$ cat config.mk
export PLATFORM = sky130hd
export DESIGN_NAME = if_prefetch_queue
export DESIGN_NICKNAME = d
export VERILOG_FILES = /design/src/rtl/if_prefetch_queue.sv
export SDC_FILE = /design/constraint.sdc
export NUM_CORES = 1
export LEC_CHECK = 0
export CAP_MARGIN = 5
export CELL_PAD_IN_SITES_DETAIL_PLACEMENT = 0
export CELL_PAD_IN_SITES_GLOBAL_PLACEMENT = 1
export CORE_ASPECT_RATIO = 1.1
export CORE_MARGIN = 4
export CORE_UTILIZATION = 52
export CTS_CLUSTER_SIZE = 16
export DETAILED_ROUTE_END_ITERATION = 8
export DONT_BUFFER_PORTS = 1
export PLACE_DENSITY = 0.84
export SKIP_LAST_GASP = 1
export SLEW_MARGIN = 5
export SYNTH_ARGS = -nofsm -noshare
export SYNTH_HDL_FRONTEND = slang
export SYNTH_SLANG_ARGS = --single-unit
$ cat constraint.sdc
create_clock -name clk -period 4.67 [get_ports clk]
set_input_delay 0.467 -clock clk [delete_from_list [all_inputs] [get_ports clk]]
set_output_delay 0.467 -clock clk [all_outputs]
set_load 0.05 [all_outputs]
$ cat src/rtl/if_prefetch_queue.sv
// Instruction-fetch stage: owns the fetch PC, resolves B/BR at fetch time,
// stalls on Bcond until decode resolves it, and buffers fetched words in a
// DEPTH-entry circular queue drained by decode through a valid/ready handshake.
module if_prefetch_queue #(
    parameter int unsigned       ADDR_W   = 32,
    parameter int unsigned       DEPTH    = 4,
    parameter logic [ADDR_W-1:0] RESET_PC = '0,
    parameter logic [31:0]       NOP_WORD = 32'hC8000000
) (
    input  logic                       clk,
    input  logic                       reset,
    output logic [ADDR_W-1:0]          im_addr,
    input  logic [31:0]                im_data,
    output logic [2:0]                 br_addr,
    input  logic [31:0]                br_value,
    input  logic                       res_valid,
    input  logic                       res_taken,
    input  logic [ADDR_W-1:0]          res_pc,
    input  logic                       flush,
    input  logic [ADDR_W-1:0]          flush_pc,
    output logic                       id_valid,
    input  logic                       id_ready,
    output logic [31:0]                id_instr,
    output logic [ADDR_W-1:0]          id_pc,
    output logic [$clog2(DEPTH+1)-1:0] q_count
);

    localparam int unsigned PtrW = $clog2(DEPTH);
    localparam int unsigned CntW = $clog2(DEPTH + 1);
    localparam logic [CntW-1:0] Full = CntW'(DEPTH);

    localparam logic [6:0] OpB     = 7'b1100000;
    localparam logic [6:0] OpBcond = 7'b1100001;
    localparam logic [6:0] OpBr    = 7'b1100010;

    typedef enum logic {StFetch, StWaitCond} state_e;

    state_e            state_q, state_d;
    logic [ADDR_W-1:0] fpc_q, fpc_d;
    logic [PtrW-1:0]   rd_ptr_q, wr_ptr_q;
    logic [CntW-1:0]   count_q;
    logic [31:0]       instr_mem [DEPTH];
    logic [ADDR_W-1:0] pc_mem    [DEPTH];

    logic              fire;
    logic              pop;
    logic [ADDR_W-1:0] offset;
    logic [ADDR_W-1:0] b_target;
    logic [ADDR_W-1:0] br_target;

    // Low target bits are always forced to zero, so these inputs carry no information.
    logic unused_low_bits;
    assign unused_low_bits = ^{res_pc[1:0], flush_pc[1:0]};

    assign offset    = ADDR_W'($signed(im_data[15:0]));
    assign b_target  = fpc_q + offset;
    assign br_target = br_value[ADDR_W-1:0] + offset;

    assign im_addr  = fpc_q;
    assign br_addr  = im_data[24:22];
    assign id_valid = (count_q != '0);
    assign id_instr = id_valid ? instr_mem[rd_ptr_q] : NOP_WORD;
    assign id_pc    = id_valid ? pc_mem[rd_ptr_q] : '0;
    assign q_count  = count_q;

    // Flush kills a concurrent pop so the head is not consumed twice in effect.
    assign pop = id_valid & id_ready & ~flush;

    // Next fetch PC / state: flush > resolve > fetch.
    always_comb begin
        state_d = state_q;
        fpc_d   = fpc_q;
        fire    = 1'b0;
        if (flush) begin
            state_d = StFetch;
            fpc_d   = {flush_pc[ADDR_W-1:2], 2'b00};
        end else begin
            unique case (state_q)
                StFetch: begin
                    if (count_q != Full) begin
                        fire = 1'b1;
                        case (im_data[31:25])
                            OpB:     fpc_d = {b_target[ADDR_W-1:2], 2'b00};
                            OpBr:    fpc_d = {br_target[ADDR_W-1:2], 2'b00};
                            OpBcond: state_d = StWaitCond;
                            default: fpc_d = fpc_q + ADDR_W'(4);
                        endcase
                    end
                end
                StWaitCond: begin
                    if (res_valid) begin
                        state_d = StFetch;
                        fpc_d   = res_taken ? {res_pc[ADDR_W-1:2], 2'b00}
                                            : fpc_q + ADDR_W'(4);
                    end
                end
                default: state_d = StFetch;
            endcase
        end
    end

    // Fetch PC and FSM state registers.
    always_ff @(posedge clk) begin
        if (reset) begin
            state_q <= StFetch;
            fpc_q   <= RESET_PC;
        end else begin
            state_q <= state_d;
            fpc_q   <= fpc_d;
        end
    end

    // Queue pointers and occupancy; a simultaneous push and pop leaves the count unchanged.
    always_ff @(posedge clk) begin
        if (reset || flush) begin
            rd_ptr_q <= '0;
            wr_ptr_q <= '0;
            count_q  <= '0;
        end else begin
            if (fire) wr_ptr_q <= wr_ptr_q + PtrW'(1);
            if (pop)  rd_ptr_q <= rd_ptr_q + PtrW'(1);
            case ({fire, pop})
                2'b10:   count_q <= count_q + CntW'(1);
                2'b01:   count_q <= count_q - CntW'(1);
                default: count_q <= count_q;
            endcase
        end
    end

    // Queue storage; contents are only meaningful below count_q, so no reset is needed.
    always_ff @(posedge clk) begin
        if (fire) begin
            instr_mem[wr_ptr_q] <= im_data;
            pc_mem[wr_ptr_q]    <= fpc_q;
        end
    end

endmodule

Word-level counts from Yosys, hierarchy flattened
Memory sizes are Yosys's and may differ from the RTL's. A register that Yosys moved wholly into a read port is not among the register bits.
Cells that the tools add are included.
{"block": "totals", "reg_bits": 40, "latchBits": 0, "ramBits": 256, "rom_bits": 0, "out_inout_bits": 103, "elab_cells": 59, "memories": 2}
{"block": "classes", "add_sub_neg": 7, "mul": 0, "div": 0, "n_lt_le_gt_ge": 0, "eq_ne": 12, "shift": 0, "mux": 22, "bitwise": 4, "reduce_logical": 6}
{"name": "instr_mem", "words": 4, "width": 32, "read_ports": 1, "rd_ports_with_merged_regs": 1, "write_ports": 1, "line_no": "42", "rtl": "logic [31:0] instr_mem [DEPTH];"}
{"name": "pc_mem", "words": 4, "width": 32, "read_ports": 1, "rd_ports_with_merged_regs": 1, "write_ports": 1, "line_no": "43", "rtl": "logic [ADDR_W-1:0] pc_mem [DEPTH];"}
{"cell": "32-bit 2-to-1 mux", "count": 6}
{"cell": "32-bit case mux with 3 select lines", "count": 1}
{"cell": "32-bit adder", "count": 2}
{"cell": "32-bit case mux with 2 select lines", "count": 1}
{"cell": "32-bit by 3-bit adder with 32-bit output (second input constant)", "count": 1}
{"cell": "7-bit equality test (second input constant)", "count": 3}
{"cell": "3-bit != test (second input constant)", "count": 4}
{"cell": "1-bit 2-to-1 mux", "count": 8}
{"cell": "2-bit 2-to-1 mux", "count": 4}
{"cell": "2-bit != test (second input constant)", "count": 3}
{"cell": "3-bit case mux with 2 select lines", "count": 1}
{"cell": "3-bit AND reduction", "count": 2}
{"cell": "2-bit by 1-bit adder with 2-bit output (second input constant)", "count": 2}
{"cell": "3-bit by 1-bit adder with 3-bit output (second input constant)", "count": 1}
{"cell": "3-bit nonzero test", "count": 1}
{"cell": "3-bit by 1-bit subtractor with 3-bit output (second input constant)", "count": 1}
{"cell": "1-bit AND", "count": 2}
{"cell": "2-bit by 1-bit equality test with 1-bit output (second input constant)", "count": 1}
{"cell": "2-bit equality test (second input constant)", "count": 1}
{"cell": "1-bit NOT", "count": 2}
{"cell": "1-bit case mux with 2 select lines", "count": 1}
{"cell": "2-bit nonzero test", "count": 1}
{"cell": "2-bit OR reduction", "count": 1}
{"cell": "1-bit logical OR", "count": 1}

Longest topological paths before layout
{"block": "depth", "depth_word": 6, "mapped_depth": 16, "depth_no_buf": 13}

Worst setup path before layout
Ideal clock, no wire load.
{"block": "synth_path", "path_type": "input to register", "start": "input port im_data[28]", "end": "register fpc_q[30], in the netlist im_addr[30]", "t_arrival_ns": 3.928, "required_ns": 4.538, "setup_slack_ns": 0.610, "path_stages": 16, "n_path_buf": 3, "path_cell_list": "or3b_4 > or3_1 > clkbuf_1 > buf_1 > mux2_2 > ha_1 > clkbuf_1 > a21o_1 > a31oi_1 > o21ai_0 > o211ai_1 > a21boi_1 > o311ai_1 > mux2_1 > a21oi_1 > nor3_1"}
{"block": "synth_via", "elab_chain_len": 5}
{"item": "start, declared", "line_no": "13", "rtl": "input logic [31:0] im_data,"}
{"item": "7-bit equality test", "line_no": "82", "rtl": "case (im_data[31:25])"}
{"item": "32-bit case mux with 3 select lines", "line_no": "82"}
{"item": "32-bit 2-to-1 mux", "line_no": "80", "rtl": "if (count_q != Full) begin"}
{"item": "32-bit case mux with 2 select lines", "line_no": "78", "rtl": "unique case (state_q)"}
{"item": "32-bit 2-to-1 mux", "line_no": "74", "rtl": "if (flush) begin"}
{"item": "end signal, assigned", "line_no": "109", "rtl": "fpc_q <= fpc_d;"}
{"item": "end, declared", "line_no": "39", "rtl": "logic [ADDR_W-1:0] fpc_q, fpc_d;"}
Parallel ways exist; a longest one is shown, timed or not. The select of a mux whose other input is x is not followed.
A chain may end at the register's enable or synchronous reset.

Worst setup path in the final report
Same ends and word-level chain as after synthesis.

==> reports/metrics.yaml <==
setup_path:
  crit_fanout: 31
  critPathSlowestCell: "o311ai_1"
  start_kind: "input port"
  cp_cell_sequence: "or3b_4 > or3_1 > buf_4 > mux2_2 > ha_1 > a21o_1 > a31oi_1 > o21ai_0 > o211ai_1 > a21boi_1 > o311ai_1 > mux2_1 > a21oi_1 > nor3_1"
  worstSetupEndpointType: "register"
  path_class: "in -> reg"
  cp.arrival_ns: 4.23
  worstPathRequired_ns: 5.05
  max_stage_delay_ns: 0.48
grt:
  grt_max_degree: 65
  gr-total-overflow: 0
  grt.total_usage_pct: 25.61
  grt_pass1_wl_mm: 60.95
  antenna_found_initial: 11
  grt_pass1_vias: 9762
detailed_routing:
  wl_per_cell_um: 25.93
  ant_nets: 0
  via_per_inst: 6.220
  drcViolationCount: 0
  vias: 9909
  drt_iter0_drc: 943
  finalWirelength_mm: 41.31
  drtPass1Iterations: 5
synthesis:
  syn_inst: 1159
  ys_warn_count: 0
  synthMostInstantiatedCell: "edfxtp_1"
  ys_ff_latch: 298
  synth.avg_cell_area_um2: 12.91
  yosysUniqueCellTypes: 70
  yosys.area.top_type: "edfxtp_1"
  ys_seq_area_share_pct: 56.99
  syn_area_um2: 14970
  synth_top_cell_area_share_pct: 51.37
  syn-num-nets: 1333
  synth-edff-count: 256
  synth_ff_type: "edfxtp_1"
  synth_common_cells: "256 x edfxtp_1, 90 x a21oi_1, 82 x nor2_1"
  async_flop_share_pct: 0
  synth_area_leaders: "edfxtp_1 51%, mux4_2 9.6%, dfxtp_1 5.6%"
finish:
  final_area_um2: 16780
  n_fill_cell: 2251
  drive_gt1_share_pct: 16.45
  final_nets: 1373
  area_growth_pct: 12.15
power:
  p_leak_nw: 5.911
  clock_power_share_pct: 36.8
  switching_share_pct: 25.65
  combPwrFrac_pct: 13.4
  power_w: 0.006110
  power_frac_seq_pct: 49.8
  power_density_nw_per_um2: 364.0
  switchingPower_w: 0.001567
  vdd_drop_max_v: 0.0003622
  p_int_w: 0.004543
die:
  dieWidth_um: 169.8
  top_level_ports: 237
  std_cell_rows: 64
  die_y_um: 185.9
  core_area_um2: 28110
  start_util_pct: 53.25
  die_area_um2: 31560
job:
  cap_violations: 0
placed_design:
  dp_hpwl_mm: 27.83
  placed_area_um2: 15500
  port-buffer-count: 0
  place_congestion: 0.9028
cts:
  path_clk_slew_ns: 0.06
  numCtsBuffers: 29
  cts_tree: "done"
  cts_sinks: 298
  cts_root_buf: "clkbuf_16"
  clockBufferDepth: 3
  clk_latency_ns: 0.55
  htreeDepth: 1
  cts_setup_buffers: 0
sta:
  setup_viol: 0
  rsz0062_at_grt: "false"
  fmax_mhz: 259.9
  fin_crit_sh_pct: 82.41
  hold_slack_ns: 0.02748
  relSlewSlack_pct: 24.59
  fin_worst_skew_ns: 0.01494
  fin_tns_setup_ns: 0
  min_period_ns: 3.848
  final-hold-violation-count: 0
  worstMarginPinSlew_ns: 1.127
  slew_viol_final: 0
hold_path:
  min_path_type: "in -> reg"
outcome:
  status: "complete, no violations"
## state kept, by name (all words and copies together) (netlist names), named ones only
register,flops
im_addr,32
instr_mem,128
pc_mem,128
q_count,3
rd_ptr_q,2
state_q,1
wr_ptr_q,2
## cell type report
cell class	count	area, um^2	share of cell area (%)
sequential	298	8536	50.86
multi-input combinational	767	6090	36.28
clock buffer	39	773.2	4.607
timing repair buffer	75	663.1	3.951
tap	363	454.2	2.706
clock inverter	15	142.6	0.8499
inverter	28	105.1	0.6262
antenna	8	20.02	0.1193
## power groups by stage
stage | clock network (W) | logic (W) | registers (W)
2_1_floorplan | 0 | 0.000541 | 0.00316
3_3_place_gp | 0 | 0.000769 | 0.00309
3_5_place_dp | 0 | 0.000772 | 0.00310
4_1_cts | 0.00228 | 0.000813 | 0.00304
5_1_grt | 0.00242 | 0.000882 | 0.00305
6_report | 0.00225 | 0.000818 | 0.00304
## kinds of logic after synthesis
| kind of cell | Yosys count | synth area share (%) |
|---|---|---|
| AO/OA/AOI/OAI | 238 | 10.17 |
| XOR/XNOR | 54 | 3.160 |
| adder cells (fa/ha/maj) | 40 | 3.394 |
| buffers and inverters | 94 | 2.433 |
| flip-flops | 298 | 56.99 |
| multiplexers | 107 | 12.77 |
| AND/OR/NAND/NOR | 328 | 11.08 |
## per-stage QoR
step | instances | setup WS, ns | util [%]
after global placement | 1496 | 0.3401 | 55.14
after CTS | 1583 | 0.8502 | 59.57
after detailed placement | 1496 | 0.3753 | 55.14
after floorplan | 1159 | 0.6099 | -
after global routing | 1588 | 0.6756 | 59.67
final | 1593 | 0.8217 | 59.71
## layer usage
metal | track usage (%) | part of all wire (%)
met2 | 40.43 | 47
met4 | 6.763 | 2.4
met3 | 5.268 | 7.7
met1 | 36.70 | 43
met5 | 0 | 0.14
## cells in the final DEF, fill, tap and decap left out, types with 10 or more instances in the layout
cell type,synthesis,layout
edfxtp_1,256,256
a21oi_1,90,90
a211oi_1,10,10
o21ai_0,34,34
nand2_1,63,63
ha_1,39,39
buf_4,3,39
dfxtp_1,42,40
xnor2_1,27,27
inv_1,28,27
nand4_1,12,12
and2_1,72,68
mux2i_1,11,11
nor3_1,27,27
mux2_2,31,31
dlygate4sd3_1,0,35
mux4_2,64,64
nor2_1,82,82
a21o_1,23,23
xor2_1,27,27
nand3_1,24,24
clkbuf_16,0,29
## what timing repair did
action                     CTS  global route
resized for setup            0             0
hold endpoints to repair   141             6
hold buffers                33             2
setup endpoints to repair    0             0
## path summary, 6_finish.rpt
check | from | endpoint | slack, ns | cells after the start
worst max-delay path | im_data[28] | im_addr[30]$_SDFFE_PP0P_ | 0.82 | 14
worst max register to register | im_addr[19]$_SDFFE_PP0P_ | im_addr[31]$_SDFFE_PP0P_ | 1.38 | 8
worst min register to register | rd_ptr_q[1]$_SDFFE_PP0P_ | register | 0.55 | 2
worst min-delay path | reset | im_addr[8]$_SDFFE_PP0P_ | 0.03 | 1
## worst max-delay path, delay by kind of cell
kind	cells	cell delay (ns)
AO/OA/AOI/OAI	7	1.53
AND/OR/NAND/NOR	3	0.82
multiplexers	2	0.73
adder cells (fa/ha/maj)	1	0.37
buffers and inverters	1	0.29
No activity file was read; power rests on OpenSTA's default activity.
==> RTL edit, RTL diff (config.mk and constraints unchanged) <==
The parameter `DEPTH` goes from 4 to 2.
--- a/src/rtl/if_prefetch_queue.sv
+++ b/src/rtl/if_prefetch_queue.sv
@@ -5,3 +5,3 @@
     parameter int unsigned       ADDR_W   = 32,
-    parameter int unsigned       DEPTH    = 4,
+    parameter int unsigned       DEPTH    = 2,
     parameter logic [ADDR_W-1:0] RESET_PC = '0,
Ports: changed (resized q_count); port bits go from 237 to 236. No check against the original RTL was run, so the function may have changed too.
==> RTL edit against the unedited design <==
Clock skew fell by 0.0012 ns. First-iteration DRC count is 34% lower. Setup slack better by 0.12 ns. Final area shrank 34%. Power shrank 37%. Sequential share of layout area shrank 9.2 points. Area after synthesis fell by 32%. Register-to-register slack worse by 0.12 ns. Largest power group unchanged. Highest routed layer unchanged. Sequential cell count decreased by 132. Via count decreased by 21%. Routed wire length decreased by 29%.
==> RTL edit: results (changes against the unedited design) <==
- The launch instance of the worst register-to-register path is im_addr[3].
- The path with the worst hold slack has its endpoint at im_addr[25].
- The final wirelength was 29.36 mm (-29%).
- The compound-cell area share of the yosys netlist is 16.46% (+6.3 points).
- The global-route wire length before repair is 44.50 mm (-27%).
- The clock skew after layout is 0.01369 ns (-0.001246 ns).
- The critical path ends at im_addr[26].
- The total length of routed met2 wires is 13.79 mm (-29%).
- The mean post-synth cell area is 10.06 sq um (-22%).
- The length of routed met3 wiring was 2.786 mm (-13%).
- The sequential-to-total area share from yosys stat was 45.52% (-11 points).
- The critical path starts at im_data[29].
- The synthesized-area fraction occupied by xor and xnor cells is 4.848% (+1.7 points).
- The data arrival time at the worst-slack endpoint is 4.06 ns (-0.17 ns).
- The met1 usage is 34.38% (-2.3 points).
- The number of CTS-inserted buffers came to 17 (-41%).
- The total leakage power was 4.102 nW (-31%).
- The commonest cells after synthesis are nor2_1, edfxtp_1, a21oi_1, mux2i_1, nand2_1.
- The clock transition at the registers of the reported paths is 0.08 ns (+0.02 ns).
- The combinational logic power is 0.705 mW (-14%).
- The number of antenna violations at the first check in global routing is 7 (-4).
- The met3 usage is 8.380% (+3.1 points).
- The met1 routed wirelength after detailed routing is 11.95 mm (-32%).
- The maximum ir drop on the vdd rail came to 0.0002558 V (-29%).
- The maximum count of clock buffers along a single path is 2 (-1).
- The count of vias placed by the detailed router is 7,834 (-21%).
- The worst-case reg-to-reg path depth is 12 (+4).
- The sequential group share of total power came to 45.7% (-4.1 points).
- The clock latency on the worst-skew pair is 0.44 ns (-0.11 ns).
- The total net switching power was 1.219 mW (-22%).
- The area share of fa/ha/maj cells after synthesis was 4.329% (+0.93 points).
- The distinct cell type count of the synthesized netlist is 80 (+14%).
- The flow ran to the end, and the final reports show no timing, DRC or antenna violations.
==> RTL edit: layout make-up <==
type | count | area [sq um]
timing repair buffer | 29 | 242.7
antenna | 3 | 7.507
sequential | 166 | 4608
inverter | 26 | 97.59
clock buffer | 17 | 425.4
tap | 247 | 309.0
fill | 1666 | 8033
multi-input combinational | 758 | 5218
clock inverter | 15 | 157.7
==> RTL edit: metrics by stage <==
stage	worst slack, ns	util [%]	hold WS (ns)	power, mW	cell area [sq um]
2_1_floorplan	0.1711	-	0.4725	2.345	10120
3_3_place_gp	0.5825	54.85	0.4817	2.476	10480
3_5_place_dp	0.5659	54.85	0.4959	2.484	10480
4_1_cts	0.9994	57.90	0.08306	3.853	11060
5_1_grt	0.7571	57.93	0.08528	3.984	11060
6_report	0.9439	57.94	0.09972	3.833	11070
